===== src/rtl/pipe_hazard_ctrl.sv =====
// Hazard and sequencing controller for the 5-stage pipeline: load-use stalls,
// redirect flush windows and data-memory wait freezes. Optional HAZ_PERF_CNT_EN adds perf counters.
module pipe_hazard_ctrl #(
    parameter int unsigned FLUSH_CYCLES = 1,
    parameter int unsigned CNT_W        = 16
) (
    input  logic             clk,
    input  logic             rst_n,
    input  logic [4:0]       id_rs1_addr,
    input  logic [4:0]       id_rs2_addr,
    input  logic             id_rs1_used,
    input  logic             id_rs2_used,
    input  logic [4:0]       ex_rd_addr,
    input  logic             ex_is_load,
    input  logic             ex_redirect,
    input  logic             dm_busy,
    output logic             pc_stall,
    output logic             ifid_stall,
    output logic             ifid_flush,
    output logic             idex_flush,
    output logic             exmem_stall,
    output logic [1:0]       state_o,
    output logic [CNT_W-1:0] lu_cnt_o,
    output logic [CNT_W-1:0] fl_cnt_o,
    output logic [CNT_W-1:0] mw_cnt_o
);

    localparam int unsigned FC_W = 3;

    localparam logic [1:0] ST_RUN      = 2'd0;
    localparam logic [1:0] ST_FLUSH    = 2'd1;
    localparam logic [1:0] ST_MEM_WAIT = 2'd2;

    localparam logic [FC_W-1:0] FC_RELOAD  = FC_W'(FLUSH_CYCLES - 1);
    localparam bit              LONG_FLUSH = (FLUSH_CYCLES > 1);

    logic [1:0]      state;
    logic [1:0]      state_nxt;
    logic [FC_W-1:0] cnt;
    logic [FC_W-1:0] cnt_nxt;
    logic            lu;
    logic            lu_stall;
    logic            freeze;
    logic            flush;

    always_comb begin
        lu = ex_is_load && (ex_rd_addr != 5'd0) &&
             ((id_rs1_used && (id_rs1_addr == ex_rd_addr)) ||
              (id_rs2_used && (id_rs2_addr == ex_rd_addr)));
    end

    // A nonzero cnt means a flush window is open; MEM_WAIT keeps it intact so the
    // window resumes once memory is ready.
    always_comb begin
        state_nxt = state;
        cnt_nxt   = cnt;
        freeze    = 1'b0;
        flush     = 1'b0;
        lu_stall  = 1'b0;
        case (state)
            ST_RUN, ST_FLUSH, ST_MEM_WAIT: begin
                if (dm_busy) begin
                    freeze    = 1'b1;
                    state_nxt = ST_MEM_WAIT;
                end else if (ex_redirect) begin
                    flush = 1'b1;
                    if (LONG_FLUSH) begin
                        cnt_nxt   = FC_RELOAD;
                        state_nxt = ST_FLUSH;
                    end else begin
                        cnt_nxt   = '0;
                        state_nxt = ST_RUN;
                    end
                end else if (cnt != '0) begin
                    flush     = 1'b1;
                    cnt_nxt   = cnt - FC_W'(1);
                    state_nxt = (cnt == FC_W'(1)) ? ST_RUN : ST_FLUSH;
                end else begin
                    lu_stall  = lu;
                    state_nxt = ST_RUN;
                end
            end
            default: begin
                state_nxt = ST_RUN;
                cnt_nxt   = '0;
            end
        endcase
    end

    always_ff @(posedge clk or negedge rst_n) begin
        if (!rst_n) begin
            state <= ST_RUN;
            cnt   <= '0;
        end else begin
            state <= state_nxt;
            cnt   <= cnt_nxt;
        end
    end

    // Controls act in the decision cycle; reset masks them all.
    assign pc_stall    = rst_n & (freeze | lu_stall);
    assign ifid_stall  = rst_n & (freeze | lu_stall);
    assign ifid_flush  = rst_n & flush;
    assign idex_flush  = rst_n & (freeze | flush | lu_stall);
    assign exmem_stall = rst_n & freeze;
    assign state_o     = state;

`ifdef HAZ_PERF_CNT_EN
    localparam logic [CNT_W-1:0] CNT_MAX = '1;

    logic [CNT_W-1:0] lu_cnt;
    logic [CNT_W-1:0] fl_cnt;
    logic [CNT_W-1:0] mw_cnt;

    // Saturating event counters.
    always_ff @(posedge clk or negedge rst_n) begin
        if (!rst_n) begin
            lu_cnt <= '0;
            fl_cnt <= '0;
            mw_cnt <= '0;
        end else begin
            if (lu_stall && (lu_cnt != CNT_MAX)) lu_cnt <= lu_cnt + CNT_W'(1);
            if (ifid_flush && (fl_cnt != CNT_MAX)) fl_cnt <= fl_cnt + CNT_W'(1);
            if (exmem_stall && (mw_cnt != CNT_MAX)) mw_cnt <= mw_cnt + CNT_W'(1);
        end
    end

    assign lu_cnt_o = lu_cnt;
    assign fl_cnt_o = fl_cnt;
    assign mw_cnt_o = mw_cnt;
`else
    logic unused_perf;
    assign unused_perf = lu_stall;
    assign lu_cnt_o    = '0;
    assign fl_cnt_o    = '0;
    assign mw_cnt_o    = '0;
`endif

endmodule


===== config.mk =====
export PLATFORM = sky130hd
export DESIGN_NAME = pipe_hazard_ctrl
export DESIGN_NICKNAME = d
export VERILOG_FILES = /design/src/rtl/pipe_hazard_ctrl.sv
export SDC_FILE = /design/constraint.sdc
export NUM_CORES = 1
export LEC_CHECK = 0
export ABC_AREA = 1
export CAP_MARGIN = 0
export CORE_MARGIN = 1.5
export CORE_UTILIZATION = 55
export DETAILED_ROUTE_END_ITERATION = 12
export DONT_BUFFER_PORTS = 1
export HOLD_SLACK_MARGIN = 0.12
export PLACE_DENSITY = 0.82
export SLEW_MARGIN = 15
export SYNTH_ARGS = -nofsm -noshare
export SYNTH_HDL_FRONTEND = slang
export SYNTH_SLANG_ARGS = --single-unit

===== constraint.sdc =====
create_clock -name clk -period 2.22 [get_ports clk]
set_input_delay 0.222 -clock clk [delete_from_list [all_inputs] [get_ports clk]]
set_output_delay 0.222 -clock clk [all_outputs]
set_load 0.005 [all_outputs]

Word level (Yosys, flattened, before mapping)

Cells that the tools add are included.
W data, S select, Z words.

Register bits after elaboration: 5
Input port bits: 22
Output and inout bits: 55
Logic and storage cells: 46

Bitwise logic cells: 7
Add/sub/neg operators: 1
Muxes and demuxes: 19
Eq/ne operators: 7
Reductions and logical operators: 10

Operators by type and width:

| kind                  | count |
|---|---|
| $mux W1               | 13 |
| $mux W3               | 4 |
| $eq A5 B5 Y1          | 2 |
| $reduce_bool A5 Y1    | 1 |
| $and A1 B1 Y1         | 4 |
| $logic_and A1 B1 Y1   | 4 |
| $mux W2               | 2 |
| $eq A3 B1 Y1 const B  | 1 |
| $ne A3 B3 Y1 const B  | 1 |
| $or A1 B1 Y1          | 3 |
| $reduce_bool A3 Y1    | 1 |
| $reduce_or A3 Y1      | 1 |
| $sub A3 B1 Y3 const B | 1 |
| $eq A2 B1 Y1 const B  | 1 |
| $eq A2 B2 Y1 const B  | 1 |
| $logic_not A2 Y1      | 1 |
| $ne A2 B2 Y1 const B  | 1 |
| $reduce_and A2 Y1     | 1 |
| $logic_or A1 B1 Y1    | 1 |

Logic depth before layout (Yosys ltp)

Gate-level depths: netlist (run 1).

Word-level depth: 10
Depth in mapped cells: 9

Worst setup path after synthesis (run 1)

No wires, ideal clock.

Path kind: flip-flop to output port
Start point: register cnt[0]
End point: output port pc_stall
Required time: 1998 ps
Path slack: 800 ps
Cell stages (with the launch flop): 10
Path buffers: 1
Arrival time: 1198 ps
Cells stage by stage: dfrtp_1 -> inv_1 -> ha_1 -> nand2_2 -> nor2_4 -> nand4_1 -> nor2_1 -> nand2_1 -> nand2_1 -> buf_4

Word-level cells in the longest chain between the ends: 7

RTL lines:

| item                   | line | source |
|---|---|---|
| from (decl)            | 39   | `logic [FC_W-1:0] cnt;` |
| from (signal assigned) | 96   | `cnt <= cnt_nxt;` |
| $reduce_bool A3 Y1     | 74   | `end else if (cnt != '0) begin` |
| $mux W1                | 74   |  |
| $mux W1                | 65   | `end else if (ex_redirect) begin` |
| $mux W1                | 62   | `if (dm_busy) begin` |
| $mux W1                | 60   | `case (state)` |
| $or A1 B1 Y1           | n/a  |  |
| $and A1 B1 Y1          | n/a  |  |
| to (decl)              | 17   | `output logic pc_stall,` |

No other way between the ends.

Final worst setup path (run 1)

Ends and elaborated chain as after synthesis.

==> results of run 1 <==
[area by class of cell]
type                            instances  area share, %
Timing Repair Buffer                    3           3.72
Inverter                               24           11.2
Sequential cell                         5           15.5
Tap cell                               16           2.48
Clock buffer                            4           3.26
Multi-Input combinational cell        112           63.9
[final timing paths]
check	from	endpoint
max	cnt[0]	pc_stall
min	dm_busy	cnt[0]
max reg2reg	cnt[0]	state_o[0]
min reg2reg	cnt[1]	cnt[1]
max in group asynchronous	rst_n	state_o[1]
min in group asynchronous	rst_n	state_o[0]
[through the flow]
| step | power (mW) | instances | hold WS (ps) |
|---|---|---|---|
| floorplan | 0.399 | 190 | -73.6 |
| global placement | 0.357 | 157 | -73.4 |
| detailed placement | 0.371 | 157 | -73.4 |
| CTS | 0.494 | 164 | 212 |
| global route | 0.530 | 164 | 234 |
| finish | 0.495 | 164 | 221 |
[critical path, cell delays in order (launching register included)]
cell	delay, ps
dfrtp_1	380
inv_1	120
ha_1	170
nand2_2	70
nor2_4	110
nand4_1	80
nor2_1	90
nand2_1	70
nand2_1	110
[routing by layer]
| layer | track usage [%] | share of wire, % | up-vias |
|---|---|---|---|
| li1 | - | - | 339 |
| met1 | 12.5 | 32 | 299 |
| met2 | 24.1 | 51 | 57 |
| met3 | 4.58 | 15 | 4 |
| met4 | 10.3 | 1.5 | 0 |
| met5 | 0 | 0 | - |
[power groups by stage]
stage / Clock (mW) / Sequential (mW) / Combinational [mW]
after floorplan: 0 / 0.136 / 0.264
after global placement: 0 / 0.138 / 0.219
after detailed placement: 0 / 0.141 / 0.230
after CTS: 0.111 / 0.140 / 0.243
after global routing: 0.116 / 0.141 / 0.273
final: 0.109 / 0.140 / 0.245
[registers in the layout, indices dropped and copies added, names as in the netlist]
signal and count:
cnt 3, state_o 2
[logic make-up (layout without fill, tap and decap cells)]
family | Yosys count | count (layout) | share of synthesized area [%]
muxes | 1 | 1 | 1.09
buffers and inverters | 73 | 31 | 49.7
adders and majority gates | 3 | 3 | 4.07
other | 1 | 48 | 0.407
and+or+nand+nor | 55 | 55 | 26.7
xor gates and xnor gates | 1 | 1 | 0.950
DFF | 5 | 5 | 13.6
AOI/OAI and AO/OA | 4 | 4 | 3.53
[timing repair]
action	CTS	global route
hold endpoints to repair	7	0
hold buffers	3	0
endpoints found under the setup margin	0	0
[synth_stat cells]
master / number
nand4_1: 2
nor2_4: 2
nand2_1: 32
nor2_1: 10
conb_1: 1
xnor2_1: 1
inv_2: 9
inv_1: 15
dfrtp_1: 5
ha_1: 3
a2111oi_2: 1
nand2_2: 2
buf_4: 49
o21ai_1: 1
nand3_2: 1
mux2i_1: 1
nand3_1: 4
nor2_2: 1
o22ai_1: 2
nor3_1: 1
==> flow_summary_export.csv, run 1 <==
group,metric,value,unit
run_status,outcome,"finished, final reports clean",
drt,dr.pass1.iters,4,
cells_and_area,drive_above_1_share,12.8,%
setup_path,path_class,"register to output port",
drt,viasPerCell,4.26,
sta,fin_worst_skew,1.72,ps
cells_and_area,fin_util,52.4,%
floorplan,initial_core_util,59.8,%
placement,place.port_buffers,0,
cells_and_area,seq_area,125,um^2
floorplan,dieWidth,43.9,um
placement,dp_hpwl,1260,um
cells_and_area,nFillCells,157,
clock_network,cts.repair.resized,0,
cells_and_area,layout_common_cells,"48 x conb_1, 32 x nand2_1, 15 x inv_1",
setup_path,crit_arrival,1440,ps
drt,wl,1510,um
sta,setup_viol,0,
clock_network,clk_pin_slew_worst_paths,50,ps
setup_path,start_kind,"register",
power,ir_drop,373,uV
clock_network,cts_tree,"yes",
grt,gr-total-overflow,0,
power,p_leak,0.545,nW
cells_and_area,diodes,0,
clock_network,clock_sinks,5,
placement,post-place-ws,808,ps
placement,gp_congestion,0.779,
grt,grt_pass1_wl,1880,um
power,clockPowerShare,22.1,%
floorplan,ios,77,
floorplan,die_h,43.9,um
setup_path,cp-end-kind,"output port",
power,sw_frac_of_total,43.2,%
placement,placed_cell_area,751,um^2
sta,hold_viol_final,0,
setup_path,r2r_cells,6,
grt,grt_pass1_vias,492,
grt,grt_max_degree,7,
yosys,ys_ff_latch,5,
yosys,syn-cell-area,922,um^2
setup_path,r2r_setup_slack,560,ps
sta,fin_crit,1670,ps
floorplan,fp-row-count,14,
cells_and_area,fin_area,807,um^2
cells_and_area,layout_commonest_cell,"conb_1",
drt,wl_per_cell,9.23,um
sta,max_freq,0.600,GHz
power,intPower,0.281,mW
power,seqPwrFrac,28.4,%
sta,post-route-period-util,75.1,%
cells_and_area,area_delta_synth_final,-12.5,%
yosys,synth_top_area_share,39.9,%
yosys,synth_area_leader_cell,"buf_4",
cells_and_area,nNetsFinal,174,
yosys,syn_avg_cell_area,6.45,um^2
yosys,synth_area_leaders,"buf_4 40%, dfrtp_1 14%, nand2_1 13%",
yosys,ys_types,20,
worst_hold_path,hold_path_depth,3,
clock_network,cts_buffers,3,
clock_network,cts_root_buf,"clkbuf_4",
clock_network,clkLatencyLatePin,240,ps
sta,slew_viol_final,0,
clock_network,post-cts-setup-buffers,0,
yosys,syn_inst,143,
clock_network,clockBufferDepth,2,
yosys,yosys_warnings,0,
worst_hold_path,hold_class,"input port to register",
setup_path,cp.required,2000,ps
cells_and_area,multi_input_area,515,um^2
floorplan,core_area,0.00154,mm^2
sta,fin_ws,553,ps
job,drv_cap,0,
setup_path,cp_max_fo,3,
clock_network,cts.htree.levels,1,
drt,vias,699,
drt,drc,0,
power,power_frac_comb,49.5,%
power,power.density,613,mW/mm^2
floorplan,die_area,0.00193,mm^2
grt,track_usage,13.6,%
power,power.switching,0.214,mW
grt,antenna_found_initial,0,
sta,tns,0,ps
yosys,ys_seq_area_share,13.6,%
drt,detail-route-antenna-nets,0,
sta,rsz0062_at_grt,"no",
drt,drt_iter0_markers,9,
No activity file was read; power rests on OpenSTA's default activity.
==> run 2, diff against run 1 <==
==> constraint.sdc (replaced) <==
create_clock -name clk -period 1.7 [get_ports clk]
set_input_delay 0.17 -clock clk [delete_from_list [all_inputs] [get_ports clk]]
set_output_delay 0.17 -clock clk [all_outputs]
set_load 0.005 [all_outputs]
==> run 2 against run 1 <==
Final cell count stayed put. Worst setup slack got worse by 500 ps. Critical path type is now register to register. Hold slack got worse by 53 ps.
==> flow_summary_export.csv, run 2 (synthesized netlist as in run 1, its figures left out) <==
group,metric,value,unit
grt,grt_pass1_vias,492,
cells_and_area,nNetsFinal,174,
cells_and_area,layout_commonest_cell,"conb_1",
setup_path,cp-end-kind,"register",
setup_path,cp_max_fo,3,
grt,gr-total-overflow,0,
clock_network,cts_buffers,3,
floorplan,core_area,0.00154,mm^2
floorplan,dieWidth,43.9,um
grt,grt_max_degree,7,
sta,slew_viol_final,0,
floorplan,ios,77,
sta,hold_ws,168,ps
sta,post-route-period-util,96.9,%
setup_path,crit_arrival,1830,ps
clock_network,clockBufferDepth,2,
drt,wl_per_cell,9.36,um
grt,track_usage,13.6,%
setup_path,cp_cell_sequence,"inv_2, ha_1, nand2_2, nand2_1, a2111oi_2, dlygate4sd3_1",
worst_hold_path,hold_class,"input port to register",
power,power,0.652,mW
drt,vias,694,
cells_and_area,top_register,"cnt",
setup_path,r2r_setup_slack,50,ps
cells_and_area,diodes,0,
cells_and_area,nFillCells,157,
setup_path,rr_startpoint,"cnt[0]",
sta,max_freq,0.607,GHz
sta,setup_viol,0,
grt,grt_pass1_wl,1880,um
sta,fin_worst_skew,1.72,ps
sta,tns,0,ps
setup_path,cp-startpoint,"cnt[0]",
grt,antenna_found_initial,0,
floorplan,die_h,43.9,um
cells_and_area,area_delta_synth_final,-12.5,%
setup_path,path_class,"register to register",
clock_network,clk_pin_slew_worst_paths,50,ps
power,ir_drop,491,uV
drt,dr.pass1.iters,4,
placement,place.port_buffers,0,
setup_path,critical-path-max-stage-delay,590,ps
power,p_leak,0.545,nW
cells_and_area,largest_reg_flops,3,
power,power.density,808,mW/mm^2
placement,gp_congestion,0.779,
sta,fin_crit,1650,ps
floorplan,fp-row-count,14,
job,drv_cap,0,
drt,detail-route-antenna-nets,0,
setup_path,cp.depth,6,
setup_path,cp_slowest_cell,"dlygate4sd3_1",
clock_network,cts.htree.levels,1,
floorplan,die_area,0.00193,mm^2
setup_path,crit_buf_inv,2,
setup_path,r2r_end,"state_o[0]",
setup_path,r2r_cells,6,
drt,drc,0,
clock_network,cts_tree,"yes",
clock_network,post-cts-setup-buffers,0,
cells_and_area,layout_common_cells,"48 x conb_1, 32 x nand2_1, 14 x inv_1",
clock_network,clock_sinks,5,
setup_path,cp-endpoint,"state_o[0]",
floorplan,initial_core_util,59.8,%
drt,viasPerCell,4.23,
run_status,outcome,"finished, final reports clean",
cells_and_area,drive_above_1_share,13.5,%
sta,rsz0062_at_grt,"no",
setup_path,cp.required,1880,ps
setup_path,start_kind,"register",
clock_network,cts_root_buf,"clkbuf_4",
placement,dp_hpwl,1260,um
sta,hold_viol_final,0,
setup_path,path_delay_family,"buffers and inverters",
drt,wl,1540,um
worst_hold_path,holdCritStartpoint,"dm_busy",
clock_network,clkLatencyLatePin,240,ps
drt,drt_iter0_markers,9,
[run 2: changes by cell type in the layout (fill, tap and decap cells not counted)]
| cell | change |
|---|---|
| inv_2 | +1 |
| inv_1 | -1 |
[run 2: worst min-delay path by stage]
stage | to | cells after the start
6_report | cnt[0] | 3
5_1_grt | cnt[0] | 3
4_1_cts | cnt[0] | 3
3_5_place_dp | cnt[0] | 0
3_3_place_gp | cnt[0] | 0
2_1_floorplan | cnt[0] | 0
[run 2: layout make-up]
class	instances	area [um^2]	area share, %
inverters	24	90.1	11.2
multi-input cells	112	515	63.9
well taps	16	20.0	2.48
clock buffers	4	26.3	3.26
flip-flops and latches	5	125	15.5
repair buffers	3	30.0	3.72
[run 2: worst reg2reg max path, delay by kind of cell, from the launching register on]
family	cells	cell delay, ps
AO/OA/AOI/OAI	1	210
adder cells (fa/ha/maj)	1	200
buffers and inverters	2	650
flip-flops	1	370
AND/OR/NAND/NOR	2	160
[run 2: stage by stage]
step                      instance area [um^2]  std cells  util [%]  setup slack [ps]
after floorplan                           1100        190         -               332
after global placement                     751        157      48.7               383
after detailed placement                   751        157      48.7               340
after CTS                                  807        164      52.4              66.7
after global routing                       807        164      52.4              20.4
final                                      807        164      52.4              52.3
[run 2: timing repair]
| action | in CTS | in global routing |
|---|---|---|
| endpoints found under the hold margin | 7 | 0 |
| setup endpoints to repair | 0 | 3 |
| hold buffers | 3 | 0 |
| resized for setup | 0 | 1 |
[run 2: routing by layer]
| metal | vias to the layer above | track usage, % | part of all wire (%) | wire, um |
|---|---|---|---|---|
| met4 | 0 | 10.3 | 1.3 | 20 |
| met3 | 4 | 4.58 | 15 | 237 |
| met5 | - | 0 | 0 | 0 |
| met1 | 296 | 12.5 | 32 | 487 |
| met2 | 55 | 24.1 | 51 | 790 |
| li1 | 339 | - | - | - |
[run 2: power by group]
group | leakage, nW | internal, mW | total [mW] | switching [mW]
Clock | 0.0150 | 0.0891 | 0.143 | 0.0539
Sequential | 0.0640 | 0.157 | 0.186 | 0.0286
Combinational | 0.466 | 0.123 | 0.323 | 0.201
==> run 3, diff against run 2 <==
--- a/config.mk
+++ b/config.mk
@@ -5,7 +5,7 @@
 export SDC_FILE = /design/constraint.sdc
 export NUM_CORES = 1
 export LEC_CHECK = 0
-export ABC_AREA = 1
+export ABC_AREA = 0
 export CAP_MARGIN = 0
 export CORE_MARGIN = 1.5
 export CORE_UTILIZATION = 55
==> run 3 against run 2 <==
Synthesized cell count shrank 28%. Core utilization grew 1.2 points. Register-to-register slack better by 180 ps. Largest cell class unchanged. Final cell count decreased by 25%. Critical path depth down 3. Clock power is 6% lower. Die area decreased by 8.7%. Via count shrank 22%. Combinational power shrank 15%. Fmax rose by 3.6%. First-iteration DRC count shrank 67%.
==> flow_summary_export.csv, run 3 <==
group,metric,value,unit
floorplan,initial_core_util,61.2,%
drt,wl_per_cell,10.9,um
clock_network,clkLatencyLatePin,240,ps
placement,dp_hpwl,1170,um
setup_path,cp-end-kind,"output port",
power,intPower,0.357,mW
yosys,synthFlopType,"dfrtp_1",
cells_and_area,layout_commonest_cell,"conb_1",
sta,slew_viol_final,0,
placement,dp.cells,116,
drt,dr.pass1.iters,4,
floorplan,fp-row-count,13,
yosys,yosys_warnings,0,
floorplan,ios,77,
sta,fin_worst_skew,0.918,ps
worst_hold_path,holdCritStartpoint,"dm_busy",
drt,drc,0,
placement,post-place-ws,212,ps
setup_path,cp.required,1530,ps
cells_and_area,area_delta_synth_final,-12.4,%
floorplan,core_area,0.00137,mm^2
cells_and_area,largest_reg_flops,3,
power,clockPowerShare,21.9,%
yosys,ys_top_cells_by_count,"49 x buf_4, 8 x xor2_1, 7 x nor2_1",
placement,gp_congestion,0.704,
setup_path,cp_max_fo,5,
cells_and_area,diodes,0,
yosys,ys_seq_area_share,15.0,%
drt,detail-route-antenna-nets,0,
sta,max_freq,0.629,GHz
setup_path,cp-startpoint,"state_o[1]",
yosys,syn-cell-area,836,um^2
setup_path,path_class,"register to output port",
cells_and_area,layout_common_cells,"48 x conb_1, 8 x xor2_1, 7 x nor2_1",
cells_and_area,final_cells,123,
power,p_leak,0.402,nW
sta,setup_viol,0,
drt,vias,542,
run_status,outcome,"finished, final reports clean",
sta,hold_viol_final,0,
yosys,synth_area_leaders,"buf_4 44%, dfrtp_1 15%, xor2_1 8.4%",
job,drv_cap,0,
clock_network,clock_sinks,5,
sta,post-route-period-util,93.5,%
floorplan,die_h,42.0,um
yosys,synth_edf_count,0,
clock_network,clk_pin_slew_worst_paths,50,ps
sta,fin_crit,1590,ps
cells_and_area,top_register,"cnt",
setup_path,r2r_cells,6,
drt,drt_iter0_markers,3,
worst_hold_path,hold_class,"input port to register",
yosys,ys_types,27,
grt,grt_pass1_wl,2010,um
power,seqPwrFrac,33.2,%
clock_network,cts_tree,"yes",
power,power.density,842,mW/mm^2
grt,antenna_found_initial,0,
grt,gr-total-overflow,0,
cells_and_area,nNetsFinal,134,
worst_hold_path,hold_path_depth,3,
grt,grt_max_degree,8,
sta,fin_ws,110,ps
grt,track_usage,14.2,%
yosys,syn_avg_cell_area,8.11,um^2
power,ir_drop,679,uV
placement,place.port_buffers,0,
cells_and_area,nFillCells,131,
floorplan,die_area,0.00176,mm^2
yosys,synth_area_leader_cell,"buf_4",
yosys,synth_top_area_share,44.0,%
yosys,syn_inst,103,
grt,grt_pass1_vias,458,
sta,rsz0062_at_grt,"no",
setup_path,crit_arrival,1420,ps
drt,wl,1340,um
cells_and_area,drive_above_1_share,5.56,%
sta,hold_ws,137,ps
sta,tns,0,ps
yosys,async_reset_ff_share,100,%
power,power.switching,0.260,mW
yosys,ys_ff_latch,5,
clock_network,cts_root_buf,"clkbuf_4",
setup_path,start_kind,"register",
clock_network,cts.htree.levels,1,
power,power_frac_comb,44.9,%
floorplan,dieWidth,42.0,um
clock_network,clockBufferDepth,2,
power,power,0.616,mW
yosys,yosysMostFrequentCell,"buf_4",
drt,viasPerCell,4.41,
setup_path,rr_startpoint,"cnt[0]",
power,sw_frac_of_total,42.1,%
clock_network,cts_buffers,3,
==> run 3: cell count changes after synthesis, moves of 2 or more <==
cell | previous run | this run
nand2_1 | 32 | 4
inv_1 | 15 | 3
inv_2 | 9 | 0
xor2_1 | 0 | 8
nand3_1 | 4 | 1
nor2_1 | 10 | 7
a21oi_1 | 0 | 2
nand2_2 | 2 | 0
nand4_1 | 2 | 0
nor2_4 | 2 | 0
o21ai_0 | 0 | 2
o22ai_1 | 2 | 0
==> run 3: cells by family after synthesis <==
family / after synthesis / synth area share, %
simple gates: 20 / 12.7
fa+ha+maj: 3 / 4.49
buf+inv: 52 / 45.4
other cells: 1 / 0.449
compound gates: 10 / 9.13
flops: 5 / 15.0
mux: 2 / 2.40
xor+xnor: 10 / 10.5
==> run 3: power groups by stage <==
stage                     Clock [mW]  Sequential [mW]  Combinational [mW]
after floorplan                    0            0.195               0.296
after global placement             0            0.200               0.241
after detailed placement           0            0.207               0.260
after CTS                      0.141            0.204               0.269
after global routing           0.147            0.211               0.321
final                          0.135            0.205               0.276
==> run 3: metal layers <==
metal	part of all wire (%)	vias to the layer above	routed length, um	global-route usage [%]
li1	-	249	-	-
met1	32	250	430	14.0
met2	59	43	790	28.7
met3	9.0	0	121	3.02
met4	0	0	0	3.87
met5	0	-	0	0
==> run 3: critical path: stages, from the launching register on <==
cell	delay (ps)
dfrtp_1	430
nand2_1	140
nand2_1	160
o41ai_4	450
==> run 3: area by class of cell <==
class	instances	area [um^2]	share of cell area (%)
clock inverter	1	5.00	0.684
multi-input combinational	93	519	70.9
clock buffer	3	22.5	3.08
sequential	5	125	17.1
inverter	3	11.3	1.54
timing repair buffer	3	30.0	4.10
tap	15	18.8	2.56
==> run 3: worst paths after layout <==
kind | to | slack (ps)
setup reg to reg | cnt[0] | 230
min in group asynchronous | cnt[0] | 220
setup / recovery | pc_stall | 110
hold reg to reg | cnt[1] | 550
max in group asynchronous | state_o[1] | 1290
hold / removal | cnt[2] | 140
==> run 3: through the flow <==
step                      area (um^2)  utilization, %
after floorplan                  1010               -
after global placement            663            48.5
after detailed placement          663            48.5
after CTS                         721            52.7
after global routing              732            53.6
final                             732            53.6
==> run 3: repair_timing <==
item | in CTS | in global routing
setup buffers | 0 | 0
hold buffers | 3 | 0
hold endpoints to repair | 7 | 0
gates resized for setup | 0 | 1
endpoints found under the setup margin | 0 | 2
